File: src/rtl/deinterleave_block_output_if.sv
// Bus of the block deinterleaver: interleaved sample stream in, contiguous
// per-slot blocks out with valid/ready, plus overflow/restart event pulses.
// Optional macro DEINTERLEAVE_STATS_EN adds the blocks_out/blocks_dropped counters.
interface deinterleave_block_output_if #(
    parameter int BITS = 8,
    parameter int IIR  = 3
);
    logic                   in_valid;
    logic                   block_start;
    logic [BITS-1:0]        data_in;
    logic                   out_ready;
    logic                   out_valid;
    logic                   out_block_start;
    logic [$clog2(IIR)-1:0] out_set;
    logic [BITS-1:0]        data_out;
    logic                   overflow;
    logic                   restart;
`ifdef DEINTERLEAVE_STATS_EN
    logic [15:0]            blocks_out;
    logic [15:0]            blocks_dropped;

    modport master (
        output in_valid, block_start, data_in, out_ready,
        input  out_valid, out_block_start, out_set, data_out, overflow, restart,
        input  blocks_out, blocks_dropped
    );
    modport slave (
        input  in_valid, block_start, data_in, out_ready,
        output out_valid, out_block_start, out_set, data_out, overflow, restart,
        output blocks_out, blocks_dropped
    );
`else
    modport master (
        output in_valid, block_start, data_in, out_ready,
        input  out_valid, out_block_start, out_set, data_out, overflow, restart
    );
    modport slave (
        input  in_valid, block_start, data_in, out_ready,
        output out_valid, out_block_start, out_set, data_out, overflow, restart
    );
`endif
endinterface

File: src/rtl/deinterleave_block_output.sv
// Block deinterleaver: collects the slot-rotating sample stream into two
// ping-pong banks per slot and replays completed blocks back-to-back, in
// completion order, through a valid/ready output.
// Optional macro DEINTERLEAVE_STATS_EN adds saturating block statistics.
module deinterleave_block_output #(
    parameter int BITS = 8,
    parameter int IIR  = 3,
    parameter int N    = 10
) (
    input  logic clk,
    input  logic rst,
    deinterleave_block_output_if.slave bus
);
    localparam int SW  = $clog2(IIR);
    localparam int CW  = $clog2(N) + 1;
    localparam int NB  = 2 * IIR;
    localparam int AW  = $clog2(NB * N);
    localparam int QW  = $clog2(NB);
    localparam int QCW = $clog2(NB + 1);

    typedef enum logic [1:0] {S_IDLE, S_LOAD, S_READ} state_t;

    // Bank id is {slot, bank}; banks are laid out contiguously, N samples each.
    function automatic logic [AW-1:0] f_addr(input logic [SW:0] bank_id, input logic [CW-1:0] idx);
        f_addr = AW'(int'(bank_id) * N + int'(idx));
    endfunction

    logic [BITS-1:0] r_mem [NB*N];
    logic [SW:0]     r_q [NB];

    logic [SW-1:0]   r_slot;
    logic [IIR-1:0]  r_active;
    logic [IIR-1:0]  r_wr_bank;
    logic [CW-1:0]   r_wr_count [IIR];
    logic [NB-1:0]   r_bank_full;
    logic [QW-1:0]   r_q_wp;
    logic [QW-1:0]   r_q_rp;
    logic [QCW-1:0]  r_q_cnt;
    logic            r_overflow;
    logic            r_restart;

    state_t          r_state;
    logic [SW-1:0]   r_rd_slot;
    logic            r_rd_bank;
    logic [CW-1:0]   r_rd_count;
    logic            r_out_valid;
    logic            r_out_bs;
    logic [SW-1:0]   r_out_set;
    logic [BITS-1:0] r_data_out;

    logic [SW:0]     w_cur_id;
    logic            w_cur_full;
    logic            w_we;
    logic [CW-1:0]   w_widx;
    logic            w_ovf;
    logic            w_rst_evt;
    logic            w_complete;
    logic            w_push;
    logic [SW:0]     w_rd_id;
    logic [CW-1:0]   w_rd_next;
    logic            w_last_acc;
    logic [NB-1:0]   w_clr_vec;
    logic [SW:0]     w_q_head;
    logic            w_q_ne;
    logic            w_pop;

    assign w_rd_id    = {r_rd_slot, r_rd_bank};
    assign w_rd_next  = r_rd_count + CW'(1);
    assign w_last_acc = (r_state == S_READ) && bus.out_ready && (r_rd_count == CW'(N - 1));
    // A bank freed this cycle is already writable this cycle.
    assign w_clr_vec  = w_last_acc ? (NB'(1) << w_rd_id) : '0;
    assign w_q_head   = r_q[r_q_rp];
    assign w_q_ne     = (r_q_cnt != '0);
    assign w_pop      = ((r_state == S_IDLE) || w_last_acc) && w_q_ne;
    assign w_push     = w_we && w_complete;

    // Decode what the current slot's sample does to its write state.
    always_comb begin
        w_cur_id   = {r_slot, r_wr_bank[r_slot]};
        w_cur_full = r_bank_full[w_cur_id] & ~w_clr_vec[w_cur_id];
        w_we       = 1'b0;
        w_widx     = '0;
        w_ovf      = 1'b0;
        w_rst_evt  = 1'b0;
        w_complete = 1'b0;
        if (bus.in_valid && bus.block_start) begin
            if (w_cur_full) begin
                w_ovf = 1'b1;
            end else begin
                w_we      = 1'b1;
                w_rst_evt = r_active[r_slot];
            end
        end else if (bus.in_valid && r_active[r_slot]) begin
            w_we       = 1'b1;
            w_widx     = r_wr_count[r_slot];
            w_complete = (r_wr_count[r_slot] == CW'(N - 1));
        end
    end

    // Slot rotation and per-slot write state (active / bank / count).
    always_ff @(posedge clk or posedge rst) begin
        if (rst) begin
            r_slot     <= '0;
            r_active   <= '0;
            r_wr_bank  <= '0;
            r_overflow <= 1'b0;
            r_restart  <= 1'b0;
            for (int i = 0; i < IIR; i++) r_wr_count[i] <= '0;
        end else begin
            r_slot     <= (r_slot == SW'(IIR - 1)) ? '0 : r_slot + SW'(1);
            r_overflow <= w_ovf;
            r_restart  <= w_rst_evt;
            if (w_ovf) begin
                r_active[r_slot] <= 1'b0;
            end else if (w_we) begin
                if (w_complete) begin
                    r_active[r_slot]   <= 1'b0;
                    r_wr_bank[r_slot]  <= ~r_wr_bank[r_slot];
                    r_wr_count[r_slot] <= '0;
                end else begin
                    r_active[r_slot]   <= 1'b1;
                    r_wr_count[r_slot] <= w_widx + CW'(1);
                end
            end
        end
    end

    // Bank-full flags and completion-queue pointers.
    always_ff @(posedge clk or posedge rst) begin
        if (rst) begin
            r_bank_full <= '0;
            r_q_wp      <= '0;
            r_q_rp      <= '0;
            r_q_cnt     <= '0;
        end else begin
            r_bank_full <= (r_bank_full & ~w_clr_vec) | (w_push ? (NB'(1) << w_cur_id) : '0);
            if (w_push) r_q_wp <= (r_q_wp == QW'(NB - 1)) ? '0 : r_q_wp + QW'(1);
            if (w_pop)  r_q_rp <= (r_q_rp == QW'(NB - 1)) ? '0 : r_q_rp + QW'(1);
            case ({w_push, w_pop})
                2'b10:   r_q_cnt <= r_q_cnt + QCW'(1);
                2'b01:   r_q_cnt <= r_q_cnt - QCW'(1);
                default: r_q_cnt <= r_q_cnt;
            endcase
        end
    end

    // Sample storage and queue entries carry no reset.
    always_ff @(posedge clk) begin
        if (w_we)   r_mem[f_addr(w_cur_id, w_widx)] <= bus.data_in;
        if (w_push) r_q[r_q_wp] <= w_cur_id;
    end

    // Output FSM: pop a block, prefetch sample 0, then stream with registered outputs.
    always_ff @(posedge clk or posedge rst) begin
        if (rst) begin
            r_state     <= S_IDLE;
            r_rd_slot   <= '0;
            r_rd_bank   <= 1'b0;
            r_rd_count  <= '0;
            r_out_valid <= 1'b0;
            r_out_bs    <= 1'b0;
            r_out_set   <= '0;
            r_data_out  <= '0;
        end else begin
            case (r_state)
                S_IDLE: begin
                    if (w_q_ne) begin
                        {r_rd_slot, r_rd_bank} <= w_q_head;
                        r_rd_count             <= '0;
                        r_state                <= S_LOAD;
                    end
                end
                S_LOAD: begin
                    r_out_valid <= 1'b1;
                    r_out_bs    <= 1'b1;
                    r_out_set   <= r_rd_slot;
                    r_data_out  <= r_mem[f_addr(w_rd_id, CW'(0))];
                    r_state     <= S_READ;
                end
                S_READ: begin
                    if (w_last_acc) begin
                        if (w_q_ne) begin
                            {r_rd_slot, r_rd_bank} <= w_q_head;
                            r_rd_count             <= '0;
                            r_out_bs               <= 1'b1;
                            r_out_set              <= w_q_head[SW:1];
                            r_data_out             <= r_mem[f_addr(w_q_head, CW'(0))];
                        end else begin
                            r_out_valid <= 1'b0;
                            r_out_bs    <= 1'b0;
                            r_state     <= S_IDLE;
                        end
                    end else if (bus.out_ready) begin
                        r_rd_count <= w_rd_next;
                        r_out_bs   <= 1'b0;
                        r_data_out <= r_mem[f_addr(w_rd_id, w_rd_next)];
                    end
                end
                default: r_state <= S_IDLE;
            endcase
        end
    end

    assign bus.out_valid       = r_out_valid;
    assign bus.out_block_start = r_out_bs;
    assign bus.out_set         = r_out_set;
    assign bus.data_out        = r_data_out;
    assign bus.overflow        = r_overflow;
    assign bus.restart         = r_restart;

`ifdef DEINTERLEAVE_STATS_EN
    logic [15:0] r_blocks_out;
    logic [15:0] r_blocks_dropped;

    // Saturating counts of emitted and dropped blocks.
    always_ff @(posedge clk or posedge rst) begin
        if (rst) begin
            r_blocks_out     <= '0;
            r_blocks_dropped <= '0;
        end else begin
            if (w_last_acc && (r_blocks_out != 16'hFFFF))   r_blocks_out     <= r_blocks_out + 16'd1;
            if (w_ovf && (r_blocks_dropped != 16'hFFFF))    r_blocks_dropped <= r_blocks_dropped + 16'd1;
        end
    end

    assign bus.blocks_out     = r_blocks_out;
    assign bus.blocks_dropped = r_blocks_dropped;
`endif
endmodule

File: src/flat_wrapper.sv
// flat-port wrapper written by rule: the top's interface ports become plain ports
module deinterleave_block_output_flat 
#(
    parameter int BITS = 8,
    parameter int IIR  = 3,
    parameter int N    = 10
)
  (clk, rst, bus_in_valid, bus_block_start, bus_data_in, bus_out_ready, bus_out_valid, bus_out_block_start, bus_out_set, bus_data_out, bus_overflow, bus_restart);
  deinterleave_block_output_if #(.BITS(BITS), .IIR(IIR)) bus_i ();
  input  logic clk;
  input  logic rst;
  input wire logic [$bits(bus_i.in_valid)-1:0] bus_in_valid;
  input wire logic [$bits(bus_i.block_start)-1:0] bus_block_start;
  input wire logic [$bits(bus_i.data_in)-1:0] bus_data_in;
  input wire logic [$bits(bus_i.out_ready)-1:0] bus_out_ready;
  output wire logic [$bits(bus_i.out_valid)-1:0] bus_out_valid;
  output wire logic [$bits(bus_i.out_block_start)-1:0] bus_out_block_start;
  output wire logic [$bits(bus_i.out_set)-1:0] bus_out_set;
  output wire logic [$bits(bus_i.data_out)-1:0] bus_data_out;
  output wire logic [$bits(bus_i.overflow)-1:0] bus_overflow;
  output wire logic [$bits(bus_i.restart)-1:0] bus_restart;
  assign bus_i.in_valid = bus_in_valid;
  assign bus_i.block_start = bus_block_start;
  assign bus_i.data_in = bus_data_in;
  assign bus_i.out_ready = bus_out_ready;
  assign bus_out_valid = bus_i.out_valid;
  assign bus_out_block_start = bus_i.out_block_start;
  assign bus_out_set = bus_i.out_set;
  assign bus_data_out = bus_i.data_out;
  assign bus_overflow = bus_i.overflow;
  assign bus_restart = bus_i.restart;
  deinterleave_block_output #(.BITS(BITS), .IIR(IIR), .N(N)) u_core (.clk(clk), .rst(rst), .bus(bus_i));
endmodule
File: config.mk
export PLATFORM = sky130hd
export DESIGN_NAME = deinterleave_block_output_flat
export DESIGN_NICKNAME = d
export VERILOG_FILES = /design/src/rtl/deinterleave_block_output_if.sv /design/src/rtl/deinterleave_block_output.sv /design/src/flat_wrapper.sv
export SDC_FILE = /design/constraint.sdc
export NUM_CORES = 1
export LEC_CHECK = 0
export CORE_ASPECT_RATIO = 0.7
export CORE_MARGIN = 2
export CORE_UTILIZATION = 30
export CTS_BUF_LIST = sky130_fd_sc_hd__clkbuf_4 sky130_fd_sc_hd__clkbuf_8
export DETAILED_ROUTE_END_ITERATION = 12
export SYNTH_ARGS = -nofsm -noshare
export SYNTH_HDL_FRONTEND = slang
export SYNTH_SLANG_ARGS = --single-unit
File: constraint.sdc
create_clock -name clk -period 5.6 [get_ports clk]
set_input_delay 1.68 -clock clk [delete_from_list [all_inputs] [get_ports clk]]
set_output_delay 1.68 -clock clk [all_outputs]
set_load 0.005 [all_outputs]
# Word level (Yosys, flattened, before mapping)

Memories as Yosys holds them, arrays and structs flattened.
Cells that the tools add are included.

Register bits: 62
RAM bits: 498
Bits of input ports: 13
Output and inout bits: 14
Word-level logic and storage cells: 163
Memories kept: 2

Add/subtract/negate cells: 9
Multiply operators: 3
$lt $le $gt $ge: 5
Eq/ne operators: 15
Shifts and indexed selects: 2
Mux-type cells: 70
Bitwise gates (word level): 13
Reduce and logical (&&, ||, !) cells: 24

Memory list:

| memory       | words | bits a word | rd ports | clocked after memory_dff | write ports | RTL line                        | text |
|---|---|---|---|---|---|---|---|
| u_core.r_mem | 60    | 8           | 3        | 0                        | 1           | deinterleave_block_output.sv:28 | `logic [BITS-1:0] r_mem [NB*N];` |
| u_core.r_q   | 6     | 3           | 1        | 0                        | 1           | deinterleave_block_output.sv:29 | `logic [SW:0] r_q [NB];` |

Operators by type and width:

| operator                                             | count |
|---|---|
| two-way mux 5 bit                                    | 8 |
| two-way mux 1 bit                                    | 25 |
| two-way mux 8 bit                                    | 3 |
| two-way mux 2 bit                                    | 8 |
| case mux 8 bit (2 select lines)                      | 1 |
| bitwise AND 15 bit                                   | 1 |
| bitwise mux 15 bit                                   | 1 |
| multiplier 3 x 3 -> 5 bit (second input constant)    | 3 |
| two-way mux 15 bit                                   | 1 |
| two-way mux 3 bit                                    | 5 |
| inverter 15 bit                                      | 1 |
| AND reduction 3 bit                                  | 5 |
| adder 6 bit                                          | 2 |
| two-way mux 6 bit                                    | 2 |
| << shifter 1 x 3 -> 6 bit (first input constant)     | 2 |
| adder 5 x 1 -> 5 bit (second input constant)         | 2 |
| binary-select mux 5 bit (select 2 bit)               | 1 |
| demux 5 bit (select 2 bit)                           | 1 |
| equality test 5 x 4 -> 1 bit (second input constant) | 2 |
| case mux 5 bit (2 select lines)                      | 1 |
| adder 3 x 1 -> 3 bit (second input constant)         | 3 |
| logical AND 1 bit                                    | 8 |
| case mux 2 bit (2 select lines)                      | 2 |
| AND reduction 2 bit                                  | 4 |
| 34 further kinds                                     | 49 |

# Longest topological paths before layout

Depth after elaboration: 13
Depth in mapped cells: 18

# Worst setup path after synthesis

OpenSTA, ideal clock, no wires.

Kind: input to register
From: input port bus_in_valid
To: memory u_core.r_mem[19][0] (enable)
Arrival time: 4.009 ns
Required time: 5.230 ns
Setup slack: 1.220 ns
Cell stages on the path: 13
Cells stage by stage: nand2_1 nor2_1 and2_1 ha_1 inv_1 fa_1 inv_1 a21o_1 a21oi_1 xnor2_1 or3_1 clkbuf_1 nor2_1

Cells in the longest elaborated chain, start to end: 5
Elaborated cells between the ends (all ways): 9
Classes of those cells: 1 x add/sub; 6 x mux; 2 x reduce/logical

Ends and longest elaborated chain:

| what                                                                | RTL line                        | text |
|---|---|---|
| from (decl)                                                         | flat_wrapper.sv:12              | `input wire logic [$bits(bus_i.in_valid)-1:0] bus_in_valid;` |
| parallel branches: the longest is 5 deep, another holds adder 6 bit | n/a                             |  |
| to (decl)                                                           | deinterleave_block_output.sv:28 |  |

Several ways; the timed one is not identified.

# Worst setup path after layout

From: input port bus_in_valid
To: memory u_core.r_mem[16][2] (enable)

Same word-level chain as after synthesis.

==> results.toml <==
[sta]
max_freq_mhz = 208
slew_viol_final = 0
worst_pin_slew_ps = 1130
finalSetupViolations = 0
setup_tns_ps = 0
rsz0062_at_grt = "no"
finalCriticalPeriod_ps = 4820
slew-limit-headroom_pct = 24.3
min_period_over_period_pct = 86.0
hold_violations = 0
finalWorstSetupSlack_ps = 783
finClkSkew_ps = 27.0
holdWs_ps = 497

[cells_and_area]
drive_above_1_share_pct = 28.0
fin_area_um2 = 31000
finalNetCount = 1824
fin_util_pct = 34.5
fin_cells = 3079
area_growth_pct = 13.8

[routing]
drtIter0Drc = 2637
vias_per_cell = 5.81
routed_wl_mm = 94.8
num_vias = 17900
drc = 0
drtPass1Iterations = 6
routedWlPerCell_um = 30.8
ant_nets = 0

[logic_synthesis]
yosysSeqAreaShare_pct = 60.7
yosys-top-cells-count = "498 x edfxtp_1, 213 x mux4_2, 118 x nor2_1"
ys.flop_type = "edfxtp_1"
synth_area_um2 = 27200
avgSynthCellArea_um2 = 16.1
synthArstFlopShare_pct = 11.1
ys_ff_latch = 560
synth-edff-count = 498
ys_warn_count = 0
yosysTopAreaCellShare_pct = 55.0
synth.distinct_cells = 77
synth.most_common_cell = "edfxtp_1"
yosysTopAreaCell = "edfxtp_1"
ys_top_cells_by_area = "edfxtp_1 55%, mux4_2 18%, dfrtp_1 5.7%, mux2i_1 4.2%, nor2_1 1.6%"
syn_inst = 1686
syn_nets = 1723

[clock_tree]
clock_path_buffers = 3
cts_tree = "built"
cts-hold-fix-buffers = 0
insertion_delay_ps = 750
root_buffer = "clkbuf_8"
cts_resized = 0
cts.sink_count = 560
clk_pin_slew_ps = 60
post_cts_buffers = 0
ctsHtreeMaxLevel = 3
cts_made_buffers = 84

[global_route]
grt_first_pass_wirelength_mm = 134
grt_pass1_vias = 17400
track_usage_pct = 20.3
grt_antenna_before_repair = 7
grt_overflow = 0
grt_start_max_net_pins = 116

[worst_setup_path]
r2r_start = "u_core.r_q_rp[0]$_DFFE_PP0P_"
criticalPathCategory = "input pin to flip-flop"
cp-end-kind = "flip-flop"
crit_fanout = 8
worstSetupStartpoint = "bus_in_valid"
crit_arrival_ps = 5190
worstPathRequired_ps = 5980
cp-start-kind = "input pin"

[placement]
dp_cells = 2923
dp_worst_setup_slack_ps = 152
port_buffers = 26
hpwl_mm = 65.2
routabilityCongestion = 0.961
post_dp_cell_area_um2 = 29300

[floorplanning]
die_w_um = 364
rows = 92
die_h_um = 256
die-area_um2 = 93200
io_pins = 27
core_area_um2 = 89900
start_util_pct = 30.3

[power_and_ir_drop]
ir_drop_v = 0.000483
p_leak_nw = 10.5
power_mw = 17.2
power_density_nw_per_um2 = 555

[hold_path]
min_from = "u_core.bus.out_set[1]$_DFFE_PP0P_"
hold_class = "flip-flop to flip-flop"

[job]
maxCapViolations = 0

[run_status]
run_status = "finished clean"
## flip-flops by register name, summed over array words and instances (netlist names), named ones only
| name | flops |
|---|---|
| u_core.bus.out_valid | 1 |
| u_core.r_rd_slot | 2 |
| u_core.r_mem | 480 |
| u_core.r_rd_count | 5 |
| u_core.r_bank_full | 6 |
| u_core.r_q_rp | 3 |
| u_core.bus.out_set | 2 |
| u_core.r_wr_bank | 3 |
| u_core.r_q_wp | 3 |
| u_core.bus.data_out | 8 |
| u_core.r_state | 2 |
| u_core.r_slot | 2 |
| u_core.bus.restart | 1 |
| u_core.bus.out_block_start | 1 |
| u_core.r_wr_count | 15 |
| u_core.r_rd_bank | 1 |
| u_core.bus.overflow | 1 |
| u_core.r_q_cnt | 3 |
| u_core.r_q | 18 |
## worst paths after layout
path | endpoint | slack [ps] | cells past startpoint
worst max-delay path | u_core.r_mem[16][2]$_DFFE_PP_ | 780 | 14
worst min-delay path | u_core.bus.out_set[1]$_DFFE_PP0P_ | 500 | 1
worst max register to register | u_core.bus.data_out[6]$_DFFE_PP0P_ | 860 | 13
worst min register to register | u_core.bus.out_set[1]$_DFFE_PP0P_ | 500 | 1
max in group asynchronous | u_core.r_wr_count[6]$_DFFE_PP0P_ | 3400 | 3
min in group asynchronous | u_core.bus.data_out[5]$_DFFE_PP0P_ | 1360 | 2
## layout by cell type (no fill, tap or decap), types with 6 or more instances in the layout
cell type	count
edfxtp_1	498
mux4_2	213
nor2_1	118
mux2i_1	113
buf_4	111
clkbuf_8	87
nand2_1	85
dfrtp_1	59
o21ai_0	48
nand3_1	40
inv_1	37
a21oi_1	34
mux2_2	32
clkbuf_4	23
ha_1	20
clkinv_1	18
a22oi_1	18
clkdlybuf4s50_1	18
a211oi_1	17
nand2b_1	16
a31oi_1	14
xnor2_1	14
clkinv_2	12
and2_1	11
xor2_1	10
nor2b_1	9
or3_1	9
a221oi_1	9
o2bb2ai_1	9
nor3_1	8
o22ai_1	8
a21o_1	7
a311oi_1	7
o211ai_1	6
o31ai_1	6
## layer usage
metal,up-vias,GRT usage [%],wire length [um],share of wire (%)
li1,7042,-,-,-
met1,9271,30.8,41300,44
met2,1443,24.7,35700,38
met3,123,10.8,16200,17
met4,2,4.44,1530,1.6
met5,-,0,18,0.019
## final cells by class
class	instances	area [um^2]
tap	1222	1530
clock inverter	41	298
multi-input combinational	969	10000
inverter	41	160
fill	8542	58900
clock buffer	110	1370
timing repair buffer	131	1050
sequential	560	16500
antenna	5	12.5
## cell families (layout without fill, tap and decap cells)
group,Yosys count,count (layout),synth area share [%]
buffers and inverters,157,323,2.59
multiplexers,358,358,23.1
AND/OR/NAND/NOR,335,335,5.83
flip-flops,560,560,60.7
XOR/XNOR,26,26,0.864
adder cells (fa/ha/maj),24,24,1.19
other,0,5,0
AO/OA/AOI/OAI,226,226,5.77
## where the power goes
group          switching (mW)  internal (mW)
clock network            1.72           1.75
logic                    5.26           3.51
registers               0.237           4.70
total                    7.21           9.97
## critical path, stage by stage
cell and delay, ps:
clkdlybuf4s50_1 590, nand2_1 80, nor2_1 160, and2_1 200
ha_1 190, inv_1 70, fa_1 410, inv_1 70
a21o_1 100, a21oi_1 90, xnor2_2 290, or3_1 470
buf_4 200, nor2_1 580
No activity file was read; power rests on OpenSTA's default activity.
